**config.mk**
```make
export PLATFORM = sky130hd
export DESIGN_NAME = clock_display_driver
export DESIGN_NICKNAME = d
export VERILOG_FILES = /design/src/rtl/clock_display_driver.sv
export SDC_FILE = /design/constraint.sdc
export NUM_CORES = 1
export LEC_CHECK = 0
export ABC_AREA = 1
export BUFFER_PORTS_ARGS = -buffer_cell sky130_fd_sc_hd__buf_4
export CORE_MARGIN = 1.5
export CORE_UTILIZATION = 50
export DETAILED_ROUTE_END_ITERATION = 10
export PLACE_DENSITY = 0.78
export SYNTH_ARGS = -nofsm -noshare
export SYNTH_HDL_FRONTEND = slang
export SYNTH_SLANG_ARGS = --single-unit
```
**constraint.sdc**
```tcl
create_clock -name clk -period 1.9 [get_ports clk]
set_clock_uncertainty 0.05 [all_clocks]
set_input_delay 0.285 -clock clk [delete_from_list [all_inputs] [get_ports clk]]
set_output_delay 0.285 -clock clk [all_outputs]
set_load 0.03 [all_outputs]
```
**src/rtl/clock_display_driver.sv**
```systemverilog
// Six-digit multiplexed seven-segment driver for an HH.MM.SS clock.
// A scan divider steps through the six digits; once per frame the binary
// hour/minute/second inputs are snapshotted and converted to BCD by a
// bit-serial double-dabble engine, and the six displayed digits are replaced
// together when the conversion finishes. Error (led) and bell (ring) inputs
// override the glyphs and the digit enables respectively.
//
// Handshake note: this block has no valid/ready interfaces; the inputs are
// free-running levels sampled every cycle, and the only internal
// "transaction" is the frame-start -> CONV -> DONE conversion sequence.
module clock_display_driver #(
  parameter int SCAN_DIV    = 50000,
  parameter int BLINK_TICKS = 250
) (
  input  logic       clk,
  input  logic       rst,
  input  logic [7:0] hour,
  input  logic [7:0] minute,
  input  logic [7:0] second,
  input  logic       ring,
  input  logic       led,
  output logic [6:0] seg,
  output logic       dp,
  output logic [5:0] an
);

  localparam int TW = $clog2(SCAN_DIV);
  localparam int BW = $clog2(BLINK_TICKS + 1);
  localparam logic [TW-1:0] TICK_LAST  = TW'(SCAN_DIV - 1);
  localparam logic [BW-1:0] BLINK_LAST = BW'(BLINK_TICKS - 1);

  // Digit value 4'hF marks a dashed digit (field above 99).
  localparam logic [3:0] DIG_DASH = 4'hF;

  localparam logic [6:0] SEG_E     = 7'b0000110;
  localparam logic [6:0] SEG_DASH  = 7'b0111111;
  localparam logic [6:0] SEG_BLANK = 7'b1111111;

  typedef enum logic [1:0] {
    ST_IDLE = 2'd0,
    ST_CONV = 2'd1,
    ST_DONE = 2'd2
  } conv_state_t;

  conv_state_t state_q, state_d;

  logic [TW-1:0] tick_cnt;
  logic          tick;
  logic [2:0]    digit_idx;
  logic          frame_start;

  logic [BW-1:0] blink_cnt;
  logic          blink_phase;

  logic [2:0]    bit_cnt;
  // Shift registers: {hundreds, tens, ones, binary}; BCD lives in [19:8].
  logic [19:0]   h_sr, m_sr, s_sr;
  logic          h_over, m_over, s_over;

  // Displayed digits: 0 = second ones ... 5 = hour tens.
  logic [3:0]    dig0, dig1, dig2, dig3, dig4, dig5;
  logic [3:0]    cur_dig;

  // One double-dabble iteration: add 3 to any BCD nibble >= 5, then shift.
  function automatic logic [19:0] dd_step(input logic [19:0] x);
    logic [19:0] y;
    y = x;
    for (int k = 0; k < 3; k++) begin
      if (y[8+4*k +: 4] >= 4'd5) y[8+4*k +: 4] = y[8+4*k +: 4] + 4'd3;
    end
    return {y[18:0], 1'b0};
  endfunction

  // Active-low segment pattern {g,f,e,d,c,b,a} for one digit value.
  function automatic logic [6:0] seg_code(input logic [3:0] d);
    logic [6:0] s;
    case (d)
      4'd0:     s = 7'b1000000;
      4'd1:     s = 7'b1111001;
      4'd2:     s = 7'b0100100;
      4'd3:     s = 7'b0110000;
      4'd4:     s = 7'b0011001;
      4'd5:     s = 7'b0010010;
      4'd6:     s = 7'b0000010;
      4'd7:     s = 7'b1111000;
      4'd8:     s = 7'b0000000;
      4'd9:     s = 7'b0010000;
      DIG_DASH: s = SEG_DASH;
      default:  s = SEG_BLANK;
    endcase
    return s;
  endfunction

  assign tick        = (tick_cnt == TICK_LAST);
  assign frame_start = tick && (digit_idx == 3'd5);

  // Scan divider and digit index.
  always_ff @(posedge clk) begin
    if (rst) begin
      tick_cnt  <= '0;
      digit_idx <= 3'd0;
    end else if (tick) begin
      tick_cnt  <= '0;
      digit_idx <= (digit_idx == 3'd5) ? 3'd0 : digit_idx + 3'd1;
    end else begin
      tick_cnt  <= tick_cnt + 1'b1;
    end
  end

  // Blink timer: counts scan ticks while the bell rings, cleared when it stops.
  always_ff @(posedge clk) begin
    if (rst || !ring) begin
      blink_cnt   <= '0;
      blink_phase <= 1'b0;
    end else if (tick) begin
      if (blink_cnt == BLINK_LAST) begin
        blink_cnt   <= '0;
        blink_phase <= ~blink_phase;
      end else begin
        blink_cnt   <= blink_cnt + 1'b1;
      end
    end
  end

  // Conversion FSM state register.
  always_ff @(posedge clk) begin
    if (rst) state_q <= ST_IDLE;
    else     state_q <= state_d;
  end

  // Conversion FSM next state: 8 CONV cycles, one DONE cycle, back to IDLE.
  always_comb begin
    state_d = state_q;
    case (state_q)
      ST_IDLE: if (frame_start) state_d = ST_CONV;
      ST_CONV: if (bit_cnt == 3'd7) state_d = ST_DONE;
      ST_DONE: state_d = ST_IDLE;
      default: state_d = ST_IDLE;
    endcase
  end

  // Conversion datapath: snapshot at frame start, shift in CONV, commit in DONE.
  always_ff @(posedge clk) begin
    if (rst) begin
      bit_cnt <= 3'd0;
      h_sr    <= '0;
      m_sr    <= '0;
      s_sr    <= '0;
      h_over  <= 1'b0;
      m_over  <= 1'b0;
      s_over  <= 1'b0;
      dig0    <= 4'd0;
      dig1    <= 4'd0;
      dig2    <= 4'd0;
      dig3    <= 4'd0;
      dig4    <= 4'd0;
      dig5    <= 4'd0;
    end else begin
      case (state_q)
        ST_IDLE: begin
          if (frame_start) begin
            bit_cnt <= 3'd0;
            h_sr    <= {12'd0, hour};
            m_sr    <= {12'd0, minute};
            s_sr    <= {12'd0, second};
            h_over  <= (hour   > 8'd99);
            m_over  <= (minute > 8'd99);
            s_over  <= (second > 8'd99);
          end
        end
        ST_CONV: begin
          bit_cnt <= bit_cnt + 3'd1;
          h_sr    <= dd_step(h_sr);
          m_sr    <= dd_step(m_sr);
          s_sr    <= dd_step(s_sr);
        end
        ST_DONE: begin
          dig0 <= s_over ? DIG_DASH : s_sr[11:8];
          dig1 <= s_over ? DIG_DASH : s_sr[15:12];
          dig2 <= m_over ? DIG_DASH : m_sr[11:8];
          dig3 <= m_over ? DIG_DASH : m_sr[15:12];
          dig4 <= h_over ? DIG_DASH : h_sr[11:8];
          dig5 <= h_over ? DIG_DASH : h_sr[15:12];
        end
        default: ;
      endcase
    end
  end

  // Select the digit currently being scanned.
  always_comb begin
    cur_dig = 4'd0;
    case (digit_idx)
      3'd0:    cur_dig = dig0;
      3'd1:    cur_dig = dig1;
      3'd2:    cur_dig = dig2;
      3'd3:    cur_dig = dig3;
      3'd4:    cur_dig = dig4;
      3'd5:    cur_dig = dig5;
      default: cur_dig = 4'd0;
    endcase
  end

  // Registered outputs; led and ring are used directly for 1-cycle latency.
  always_ff @(posedge clk) begin
    if (rst) begin
      an  <= 6'b111111;
      seg <= SEG_BLANK;
      dp  <= 1'b1;
    end else begin
      an  <= (ring && blink_phase) ? 6'b111111 : ~(6'd1 << digit_idx);
      seg <= led ? SEG_E : seg_code(cur_dig);
      dp  <= led ? 1'b1 : !((digit_idx == 3'd2) || (digit_idx == 3'd4));
    end
  end

endmodule

```
==> impl_metrics.yaml <==
run_status:
  run_status: "finished with violations"
  failed_checks: "DRC"
synth:
  synthFlopType: "dfxtp_1"
  synth.avg_cell_area_um2: 7.20
  synth_enable_flop_cells: 0
  post_synth_inst_count: 832
  synthesis.yosys.warnings: 0
  synth_top_area_frac: 0.408
  synth_async_sr_flop_share: 0
  synthDominantAreaCellType: "dfxtp_1"
  post_synth_instance_area_um2: 5990
  post_synthesis_sequential_area_ratio: 0.408
  synth.distinct_cells: 40
  synth_nets: 884
  yosys-top-cells-area: "dfxtp_1, nand2_1, nor2_1"
  register_bit_count_reported_by_yosys: 122
clocking:
  tritoncts: "done"
  clk_pin_slew_ps: 60
  cts.sinks: 122
  clock_path_buffers: 2
  cts_inserted_buffers: 17
  ctsHtreeMaxLevel: 4
  cts.root.buffer_cell: "clkbuf_16"
  clkLatencyLatePin_ps: 430
worst_setup_path:
  endpoint_kind: "flip-flop"
  r2r_setup_slk_ps: 110
  critical_path.top_delay_family: "simple AND/OR/NAND/NOR gates"
  worst_r2r_endpoint: "seg[2]"
  r2r_cell_count: 12
  crit_path_cell_trace: "nand2_2 -> inv_2 -> ha_4 -> buf_4 -> nand2_1 -> inv_1 -> nor2_4 -> nand2_1 -> nor2_4 -> nand2_2 -> a21boi_2 -> nand2_1"
  crit_slowest_cell: "dfxtp_4"
  timing.setup.critical_path_class: "reg2reg"
  cp.required_ps: 2160
  crit_path_frequent_cell: "nand2_1"
  timing.critical_path.from_type: "flip-flop"
  timing.critical_path.fanout_max: 5
  max_stage_delay_ps: 360
  critical_path.reg2reg.startpoint: "digit_idx[0]"
  critPathArrivalTime_ps: 2050
  worstPathBufferInverterCount: 3
min_path:
  min-delay-start: "led"
  min_delay_worst_endpoint: "dp"
  worst_hold_path.num_cells: 3
  holdCritPathClass: "in2reg"
die:
  floorplan.die.width_um: 112
  rows: 39
  dieArea_um2: 12600
  core_region_area_um2: 11600
  initial_utilization: 0.518
  die_y_um: 112
  design.portCount: 42
pwr:
  power.clock.fraction: 0.539
  power.share.combinational: 0.030
  power_density_nw_per_um2: 829
  total_leakage_power_nw: 3.02
  power_switching_mw: 1.26
  sw_frac_of_total: 0.211
  share_of_power_burned_in_registers: 0.430
  power_report.internal_total_mw: 4.73
  peakVddDrop_mv: 0.494
global_routing:
  grt_util_all_layers: 0.210
  grt_pass1_wl_mm: 21.7
  grt_max_degree: 56
  grt-ovfl-total: 0
  number_of_global_route_vias_before_repair: 4909
  antenna_found_initial: 0
sta:
  max_clock_freq_mhz: 559
  fin_setup_tns_ps: 0
  tightestPinTransition_ps: 486
  relSlewSlack: 0.676
  fin_hold_ws_ps: 43.4
  setup_repair_after_global_routing_missed_its_margin: "true"
  final_hold_viol_count: 0
  fin_crit_ps: 1790
  timing_max_transition_violations_final: 0
  worst_slack_ps: 110
  number_of_setup_violations_in_the_final_report: 0
  min_period_over_period: 0.942
cells_and_area:
  post_route_cells_drive_above_1_share: 0.182
  antenna-diode-count: 0
  layout.cells.most_common_list: "nand2_1, dfxtp_1, nor2_1"
  final_core_utilization: 0.625
  area_growth_pct: 20.7
  filler_cell_count: 1023
  design.final.nets: 933
  final_standard_cell_area_without_fillers_um2: 7230
  commonest_non_fill_non_tap_cell_in_the_layout: "nand2_1"
detailed_routing:
  routed_via_density: 5.24
  antenna_violating_nets_post_route: 0
  drt-pass1-iter-count: 8
  drt-wirelength-per-cell_um: 12.3
  wl_mm: 12.7
  total_number_of_vias: 5432
  drc: 4
  initialDrtViolationCount: 335
placement:
  setup_ws_pre_cts_ps: 38.2
  place.gp.congestion: 0.911
  port_buffers: 41
  detailed_place.area_um2: 6480
  hpwl_mm: 8.45
job:
  drv.max_cap_violation_count: 0
## layer usage
layer | routed length, um | global-route usage
met1 | 6220 | 0.275
met3 | 556 | 0.0508
met4 | 242 | 0.0920
met2 | 5690 | 0.330
met5 | 0 | 0
## area by class of cell
cell class                 instances  area, um2  area share
clock inverter                    13        151      0.0209
multi-input combinational        582       3130       0.433
tap                              143        179      0.0248
inverter                          92        348      0.0481
timing repair buffer              66        528      0.0730
clock buffer                      19        443      0.0613
sequential                       122       2450       0.339
## how the worst max path moves through the flow
stage,to,from,cells after the start,slack (ps)
final,seg[2],digit_idx[0],12,110
after global routing,blink_cnt[2],tick_cnt[0],8,-30
after CTS,seg[0],digit_idx[0],16,10
after detailed placement,seg[0],digit_idx[0],16,40
after global placement,seg[1],digit_idx[2],11,30
after floorplan,seg[3],digit_idx[0],16,8
## power groups by stage
stage	clock, mW	combinational [mW]	sequential (mW)
after CTS	3.27	0.181	2.58
after global placement	0	0.182	2.64
after global routing	3.39	0.201	2.58
after floorplan	0	0.0761	2.65
after detailed placement	0	0.181	2.64
final	3.23	0.181	2.58
## sequential cells by signal, summed over array words and instances (netlist names), 2 cells and up
| register | count |
|---|---|
| an | 6 |
| bit_cnt | 3 |
| blink_cnt | 8 |
| dig0 | 4 |
| dig1 | 4 |
| dig2 | 4 |
| dig3 | 4 |
| dig4 | 4 |
| dig5 | 4 |
| digit_idx | 3 |
| h_sr | 16 |
| m_sr | 16 |
| s_sr | 16 |
| seg | 7 |
| state_q | 2 |
| tick_cnt | 16 |
## what timing repair did
item / CTS / global route
hold endpoints to repair: 0 / 0
setup buffers: 0 / 4
hold buffers: 0 / 0
endpoints found under the setup margin: 0 / 18
resized for setup: 0 / 38
## cells in the mapped netlist, types with 3 or more instances
library cell / number
o31ai_1: 3
and3_1: 3
clkinv_1: 3
o21ai_1: 22
inv_2: 11
nor3_1: 11
nor2_1: 90
nand3_2: 3
inv_1: 78
buf_4: 3
buf_2: 8
nor3_2: 7
buf_1: 3
o21ai_0: 65
nand3_1: 67
nor2_2: 10
dfxtp_1: 122
ha_1: 24
nand4_1: 15
buf_6: 4
xor2_1: 8
clkbuf_1: 18
nand2_1: 161
a21oi_1: 48
a31oi_1: 25
## tightest hold or removal path: cells and delay by family
kind / cells / cell delay, ps
AOI/OAI and AO/OA: 1 / 50
buffers and inverters: 1 / 90
and+or+nand+nor: 1 / 40
## metrics by stage
stage | total power, mW | cells
finish | 5.99 | 1037
global route | 6.17 | 1037
CTS | 6.03 | 1033
detailed placement | 2.82 | 1001
global placement | 2.82 | 1001
floorplan | 2.73 | 832
## kinds of logic after synthesis
group,after synthesis,synth area share
AND/OR/NAND/NOR,377,0.286
AO/OA/AOI/OAI,171,0.153
buffers and inverters,128,0.0888
flip-flops,122,0.408
adder cells (fa/ha/maj),24,0.0501
XOR/XNOR,10,0.0146
No activity file was read; power rests on OpenSTA's default activity.
